--- config.mk ---
export PLATFORM = sky130hd
export DESIGN_NAME = uart_tx_ctrl
export DESIGN_NICKNAME = d
export VERILOG_FILES = /design/src/rtl/uart_tx_ctrl.sv
export SDC_FILE = /design/constraint.sdc
export NUM_CORES = 1
export LEC_CHECK = 0
export BUFFER_PORTS_ARGS = -buffer_cell sky130_fd_sc_hd__buf_2
export CORE_MARGIN = 2
export CORE_UTILIZATION = 53
export DETAILED_ROUTE_END_ITERATION = 10
export HOLD_SLACK_MARGIN = 0.06
export PLACE_DENSITY = 0.8
export RECOVER_POWER = 25
export SLEW_MARGIN = 20
export SYNTH_ARGS = -nofsm -noshare
export SYNTH_HDL_FRONTEND = slang
export SYNTH_SLANG_ARGS = --single-unit
--- constraint.sdc ---
create_clock -name CLK -period 1.6 [get_ports CLK]
set_input_delay 0.48 -clock CLK [delete_from_list [all_inputs] [get_ports CLK]]
set_output_delay 0.48 -clock CLK [all_outputs]
set_load 0.02 [all_outputs]
--- src/rtl/uart_tx_ctrl.sv ---
// UART transmit controller: Moore FSM that sequences start, data, optional parity and stop
// bits one per clock, driving the line-mux select and the current data/parity bits.
module uart_tx_ctrl #(
    parameter int unsigned DATA_WIDTH = 8
) (
    input  logic                  CLK,
    input  logic                  RST,
    input  logic [DATA_WIDTH-1:0] PData,
    input  logic                  DataValid,
    input  logic                  ParEn,
    input  logic                  ParType,
    output logic [1:0]            MuxSelection,
    output logic                  SerData,
    output logic                  ParityBit,
    output logic                  Busy
);

    localparam int unsigned CW = (DATA_WIDTH > 1) ? $clog2(DATA_WIDTH) : 1;
    localparam logic [CW-1:0] LAST_CNT = CW'(DATA_WIDTH - 1);

    localparam logic [2:0] IDLE   = 3'd0;
    localparam logic [2:0] START  = 3'd1;
    localparam logic [2:0] DATA   = 3'd2;
    localparam logic [2:0] PARITY = 3'd3;
    localparam logic [2:0] STOP   = 3'd4;

    logic [2:0]            state_q, state_d;
    logic [DATA_WIDTH-1:0] shift_q, shift_d;
    logic [CW-1:0]         cnt_q, cnt_d;
    logic                  par_en_q, par_en_d;
    logic                  par_type_q, par_type_d;
    logic                  data_par_q, data_par_d;
    logic                  accept;

    // Requests are only sampled at frame boundaries; STOP accepts to allow back-to-back frames.
    assign accept = DataValid && ((state_q == IDLE) || (state_q == STOP));

    always_comb begin
        state_d    = state_q;
        shift_d    = shift_q;
        cnt_d      = cnt_q;
        par_en_d   = par_en_q;
        par_type_d = par_type_q;
        data_par_d = data_par_q;
        case (state_q)
            IDLE, STOP: begin
                if (accept) begin
                    shift_d    = PData;
                    par_en_d   = ParEn;
                    par_type_d = ParType;
                    data_par_d = ^PData;
                    state_d    = START;
                end else begin
                    state_d = IDLE;
                end
            end
            START: begin
                cnt_d   = '0;
                state_d = DATA;
            end
            DATA: begin
                shift_d = shift_q >> 1;
                if (cnt_q == LAST_CNT) begin
                    state_d = par_en_q ? PARITY : STOP;
                end else begin
                    cnt_d = cnt_q + 1'b1;
                end
            end
            PARITY: state_d = STOP;
            default: state_d = IDLE;
        endcase
    end

    always_ff @(posedge CLK or negedge RST) begin
        if (!RST) begin
            state_q    <= IDLE;
            shift_q    <= '0;
            cnt_q      <= '0;
            par_en_q   <= 1'b0;
            par_type_q <= 1'b0;
            data_par_q <= 1'b0;
        end else begin
            state_q    <= state_d;
            shift_q    <= shift_d;
            cnt_q      <= cnt_d;
            par_en_q   <= par_en_d;
            par_type_q <= par_type_d;
            data_par_q <= data_par_d;
        end
    end

    always_comb begin
        MuxSelection = 2'b01;
        case (state_q)
            START:   MuxSelection = 2'b00;
            DATA:    MuxSelection = 2'b10;
            PARITY:  MuxSelection = 2'b11;
            default: MuxSelection = 2'b01;
        endcase
    end

    assign SerData   = shift_q[0];
    assign ParityBit = data_par_q ^ par_type_q;
    assign Busy      = (state_q != IDLE);

endmodule

==> qor.yml, run 1 <==
status:
  status: "finished, violations left"
  violations: "negative setup slack"
setup_path:
  crit_type: "reg -> out"
  cp_slowest_cell: "dfrtp_1"
  rrSetupSlack_ps: 120
  r2r-start: "cnt_q[0]$_DFFE_PN0P_"
  r2r-end: "cnt_q[0]$_DFFE_PN0P_"
  rr_worst_depth: 5
  required_ps: 1120
  cp.depth: 2
  cp-startpoint: "state_q[1]$_DFFE_PN0P_"
  start_kind: "flop"
  crit_fanout: 6
  critPathCaptureType: "output port"
  crit_path_end: "Busy"
  cp_cell_sequence: "or3_1 > buf_6"
  cp.arrival_ps: 1260
  worst-path-buf-inv: 1
  cp_top_family: "flip-flops"
  cpPeakStageDelay_ps: 480
global_routing:
  grt_pass1_vias: 692
  track_usage_pct: 19.37
  grtUsageMet1_pct: 23.59
  grt_first_pass_wirelength_mm: 2.884
  antenna_found_initial: 0
  gr-max-usage-layer: "met2"
  grt_max_degree: 20
  grt_util_met3_pct: 2.778
  use_met2_pct: 32.78
  gr-total-overflow: 0
pwr:
  leakage_nw: 0.4877
  power_density_mw_per_mm2: 2067
  ir_drop_mv: 1.088
  power.total_mw: 2.269
drt:
  drt_wl_total_mm: 1.772
  vias: 694
  drc: 0
  wl_per_cell_um: 14.89
  drt_iter0_markers: 11
  vias_per_cell: 5.832
  dr.pass1.iters: 4
  ant_nets: 0
yosys:
  synth_top_area_share_pct: 45.58
  synth_area_leaders: "dfrtp_1, o22a_1, xnor2_1"
  yosys_warnings: 0
  synth_nets: 96
  synth.avg_cell_area_um2: 11.52
  synth_cell_types: 28
  syn-instance-count: 81
  seq_area_frac_synth_pct: 45.58
  synth_largest_area_cell: "dfrtp_1"
  syn_area_um2: 933.4
  synth-seq-cells: 17
placement:
  place_congestion: 0.8039
  io_buffer_count: 17
clock_tree:
  path_clk_slew_ps: 100
  cts_buffer_depth: 2
  h-tree-depth: 1
  clock_latency_ps: 290
  cts_hold_buf: 0
  clock-root-buffer: "clkbuf_4"
  cts_tree: "built"
  cts.sinks: 17
  numCtsBuffers: 3
hold_path:
  hold_path.class: "in -> async"
die:
  die_y_um: 45.97
  row_count: 15
  start_util_pct: 55.26
  die-area_mm2: 0.002113
  ios: 18
  coreArea_mm2: 0.001689
  die_w_um: 45.97
finish:
  layout_commonest_cell: "dfrtp_1"
  final_cell_mix: "dfrtp_1, buf_2, o22a_1, xnor2_1, o22a_2"
  finalNetCount: 118
  fin_util_pct: 64.96
  n_antenna_cell: 0
  drive_gt1_share_pct: 38.24
  area_growth_pct: 17.56
timing:
  finClkSkew_ps: 0.6690
  post-route-min-period_ps: 1740
  setup_ws_ps: -139.6
  max_freq_ghz: 0.5748
  tightest_slew_ps: 907.2
  max_slew_margin_pct: 39.52
  fin_crit_sh_pct: 108.7
  setup_viol_count_final: 2
  drv_slew: 0
  rsz0062_at_grt: "true"
  hold_viol_final: 0
run:
  max_cap_violations: 0
[kinds of logic (layout without fill, tap and decap cells)]
group / count (synthesis) / after routing / synth area share, %
fa+ha+maj: 2 / 2 / 2.681
simple gates: 14 / 14 / 8.846
mux: 3 / 3 / 3.887
xor+xnor: 9 / 9 / 8.446
buf+inv: 8 / 29 / 5.496
compound gates: 28 / 28 / 25.07
flops: 17 / 17 / 45.58
[where the power goes]
part,internal (mW),total [mW],leakage [nW],switching (mW)
sequential,0.630,0.773,0.202,0.144
clock,0.0969,0.230,0.0150,0.133
combinational,0.660,1.27,0.270,0.606
total,1.39,2.27,0.488,0.882
[through the flow]
| step | cell area [µm²] | hold WS (ps) | setup slack, ps | cells | setup TNS (ps) |
|---|---|---|---|---|---|
| 3_5_place_dp | 1022 | 419.1 | 99.51 | 113 | 0 |
| 2_1_floorplan | 933.4 | 184.4 | 94.01 | 81 | 0 |
| 3_3_place_gp | 1022 | 422.9 | 171.7 | 113 | 0 |
| 4_1_cts | 1080 | 106.0 | -123.3 | 119 | -179.7 |
| 5_1_grt | 1097 | 386.9 | -182.2 | 119 | -288.8 |
| 6_report | 1097 | 288.1 | -139.6 | 119 | -192.9 |
[worst min-delay path by stage]
stage                             endpoint  cells past startpoint  from  slack, ps
CTS                 data_par_q$_DFFE_PN0P_                      1   RST        110
finish              data_par_q$_DFFE_PN0P_                      1   RST        290
detailed placement  data_par_q$_DFFE_PN0P_                      1   RST        420
floorplan             cnt_q[0]$_DFFE_PN0P_                      0   RST        180
global placement    par_type_q$_DFFE_PN0P_                      1   RST        420
global route        state_q[2]$_DFFE_PN0P_                      1   RST        390
[area by class of cell]
class / count / area, µm²
Sequential cell: 17 / 426.7
Multi-Input combinational cell: 56 / 469.2
Timing Repair Buffer: 22 / 140.1
Fill cell: 139 / 591.8
Tap cell: 17 / 21.27
Clock buffer: 4 / 26.28
Inverter: 3 / 13.76
[state kept, by name (all words and copies together), names as in the netlist]
register,count
cnt_q,3
data_par_q,1
par_en_q,1
par_type_q,1
shift_q,8
state_q,3
[layer usage]
| metal | part of all wire [%] | vias to the layer above |
|---|---|---|
| met2 | 52 | 19 |
| met3 | 3.8 | 7 |
| li1 | - | 334 |
| met1 | 43 | 334 |
| met4 | 2.0 | 0 |
| met5 | 0 | - |
[synthesized netlist by cell type]
cell	number
nand2b_4	1
xnor2_1	7
a22o_1	5
a21oi_1	5
o21ai_0	1
ha_1	2
nand2b_1	2
dfrtp_1	17
mux2_4	1
a21oi_4	1
nand3_1	1
o21bai_1	1
o22a_2	6
nor2_4	1
o22ai_1	1
mux2_2	1
mux2i_1	1
buf_4	1
inv_1	3
buf_2	2
buf_6	2
or3_1	1
nor3_1	1
nor2b_1	1
nor2_1	4
nand2_1	2
xor2_1	2
o22a_1	8
[repair_timing]
item / 4_1_cts / 5_1_grt
cloned: 0 / 0
pin swaps: 1 / 0
endpoints found under the setup margin: 3 / 4
setup buffers: 2 / 0
resized for setup: 7 / 4
Note: power is estimated with default switching activity, not from simulation.
==> run 2, diff against run 1 <==
--- a/config.mk
+++ b/config.mk
@@ -5,12 +5,13 @@
 export SDC_FILE = /design/constraint.sdc
 export NUM_CORES = 1
 export LEC_CHECK = 0
+export ABC_AREA = 1
 export BUFFER_PORTS_ARGS = -buffer_cell sky130_fd_sc_hd__buf_2
 export CORE_MARGIN = 2
 export CORE_UTILIZATION = 53
 export DETAILED_ROUTE_END_ITERATION = 10
 export HOLD_SLACK_MARGIN = 0.06
-export PLACE_DENSITY = 0.8
+export PLACE_DENSITY = 0.85
 export RECOVER_POWER = 25
 export SLEW_MARGIN = 20
 export SYNTH_ARGS = -nofsm -noshare
==> run 2 against run 1 <==
Against the previous run: the run still ends with negative setup slack left; non-clock buffer count fell by 2; clock power rose by 4%; final cell count rose by 51%; clock-buffer cell count fell by 1; total power fell by 0.53%; sequential power rose by 3.2%.
==> qor.yml, run 2 <==
timing:
  post-route-min-period_ps: 1653
  finClkSkew_ps: 4.558
  setup_viol_count_final: 3
  setup_tns_ps: -102.1
  hold_viol_final: 0
  drv_slew: 0
  max_freq_ghz: 0.6050
  tightest_slew_ps: 901.2
  max_slew_margin_pct: 39.92
  setup_ws_ps: -52.77
  fin_crit_sh_pct: 103.3
  rsz0062_at_grt: "true"
pwr:
  internal_power_mw: 1.184
  seq_power_share_pct: 35.3
  switching_power_mw: 1.072
  leakage_nw: 0.6589
  pwr-share-clk_pct: 10.6
  ir_drop_mv: 1.549
  power_density_mw_per_mm2: 1954
  comb_power_share_pct: 54.0
  p_sw_share_pct: 47.53
status:
  violations: "negative setup slack"
  status: "finished, violations left"
yosys:
  syn-instance-count: 134
  synth-edff-count: 0
  synth_common_cells: "nand2_1, inv_1, dfrtp_1, nand3_1, o21ai_1"
  synth_top_area_share_pct: 43.37
  synth_area_leaders: "dfrtp_1, nand2_1, inv_1"
  synth_cell_types: 19
  seq_area_frac_synth_pct: 43.37
  synthArstFlopShare_pct: 100.0
  synth_ff_type: "dfrtp_1"
  synth-seq-cells: 17
  synth_largest_area_cell: "dfrtp_1"
  synth.avg_cell_area_um2: 7.320
  syn_area_um2: 980.9
  yosys_warnings: 0
  synth_most_common_cell: "nand2_1"
  synth_nets: 149
hold_path:
  hold_path.class: "in -> async"
die:
  row_count: 15
  ios: 18
  coreArea_mm2: 0.001727
  die_w_um: 47.02
  start_util_pct: 56.81
  die-area_mm2: 0.002211
  die_y_um: 47.02
clock_tree:
  cts_hold_buf: 0
  clock-root-buffer: "clkbuf_4"
  clock_latency_ps: 300
  numCtsBuffers: 3
  cts_buffer_depth: 2
  path_clk_slew_ps: 100
  cts.sinks: 17
  h-tree-depth: 1
  cts_tree: "built"
setup_path:
  crit_fanout: 3
  cpPeakStageDelay_ps: 400
  cp.arrival_ps: 1170
  cp_top_family: "flip-flops"
  crit_type: "reg -> out"
  required_ps: 1120
  worst-path-buf-inv: 2
  cp_slowest_cell: "dfrtp_1"
  cp_cell_sequence: "inv_2 > nand2_4 > nor2_4 > nor2_2 > buf_6"
  critPathCaptureType: "output port"
  start_kind: "flop"
drt:
  wl_per_cell_um: 12.57
  drt_iter0_markers: 35
  vias: 939
  vias_per_cell: 5.217
  dr.pass1.iters: 4
  drc: 0
  drt_wl_total_mm: 2.262
  ant_nets: 0
finish:
  layout_commonest_cell: "nand2_1"
  n_antenna_cell: 0
  top_regs: "shift_q: 8 flops, cnt_q: 3 flops, state_q: 3 flops"
  drive_gt1_share_pct: 25.16
  largest_register_ffs: 8
  finalNetCount: 171
  fin_cells: 180
  area_growth_pct: 17.73
  final_cell_mix: "nand2_1, inv_1, dfrtp_1, buf_2, nand3_1"
  largest-register: "shift_q"
  fin_util_pct: 66.88
global_routing:
  antenna_found_initial: 0
  grt_max_degree: 23
  grt_pass1_vias: 830
  grt_first_pass_wirelength_mm: 3.519
  track_usage_pct: 23.22
  gr-total-overflow: 0
placement:
  post-place-cells: 173
  place_congestion: 0.7775
  dp_hpwl_mm: 1.429
  io_buffer_count: 17
run:
  max_cap_violations: 0
[run 2: final cells by class]
class	instances	area, µm²
Timing Repair Buffer	20	118.9
Tap cell	25	31.28
Clock buffer	3	22.52
Clock inverter	1	5.005
Fill cell	149	571.8
Multi-Input combinational cell	94	471.7
Inverter	20	77.57
Sequential cell	17	427.9
[run 2: through the flow]
stage | worst slack, ps | hold slack, ps | power, mW | area [µm²]
global route | -79.49 | 372.6 | 2.404 | 1155
global placement | 287.5 | 418.4 | 1.726 | 1061
detailed placement | 258.6 | 420.8 | 1.790 | 1061
CTS | -23.96 | 92.86 | 2.127 | 1134
finish | -52.77 | 264.1 | 2.257 | 1155
floorplan | 262.2 | 184.4 | 1.595 | 980.9
[run 2: cell families (layout without fill, tap and decap cells)]
| kind of cell | after synthesis | count (layout) | share of synthesized area, % |
|---|---|---|---|
| buf+inv | 23 | 44 | 11.35 |
| simple gates | 72 | 72 | 31.38 |
| flops | 17 | 17 | 43.37 |
| xor+xnor | 2 | 2 | 1.786 |
| compound gates | 18 | 18 | 9.565 |
| fa+ha+maj | 2 | 2 | 2.551 |
[run 2: worst paths after layout]
kind / from / endpoint / slack, ps / cells past startpoint
hold reg to reg: cnt_q[0]$_DFFE_PN0P_ / cnt_q[0]$_DFFE_PN0P_ / 500 / 1
hold / removal: RST / cnt_q[1]$_DFFE_PN0P_ / 260 / 1
min in group CLK: ParType / par_type_q$_DFFE_PN0P_ / 370 / 3
setup reg to reg: state_q[2]$_DFFE_PN0P_ / state_q[0]$_DFFE_PN0P_ / 130 / 9
max in group asynchronous: RST / state_q[1]$_DFFE_PN0P_ / 730 / 1
setup / recovery: state_q[2]$_DFFE_PN0P_ / MuxSelection[0] / -50 / 5
[run 2: power groups by stage]
stage                     clock network (mW)  logic (mW)  registers (mW)
after floorplan                            0       0.834           0.761
after global placement                     0       0.967           0.759
after detailed placement                   0        1.02           0.770
after CTS                              0.240        1.10           0.788
after global routing                   0.251        1.34           0.817
final                                  0.240        1.22           0.798
[run 2: routing by layer]
metal / part of all wire (%) / global-route usage, %
met3: 4.6 / 4.615
met1: 41 / 28.22
met5: 0 / 0
met2: 52 / 41.10
met4: 2.3 / 7.778
[run 2: timing repair]
| action | in CTS | in global routing |
|---|---|---|
| endpoints found under the hold margin | 0 | 0 |
| setup buffers | 3 | 0 |
| pin swaps | 3 | 2 |
| setup endpoints to repair | 2 | 7 |
| gates resized for setup | 10 | 7 |
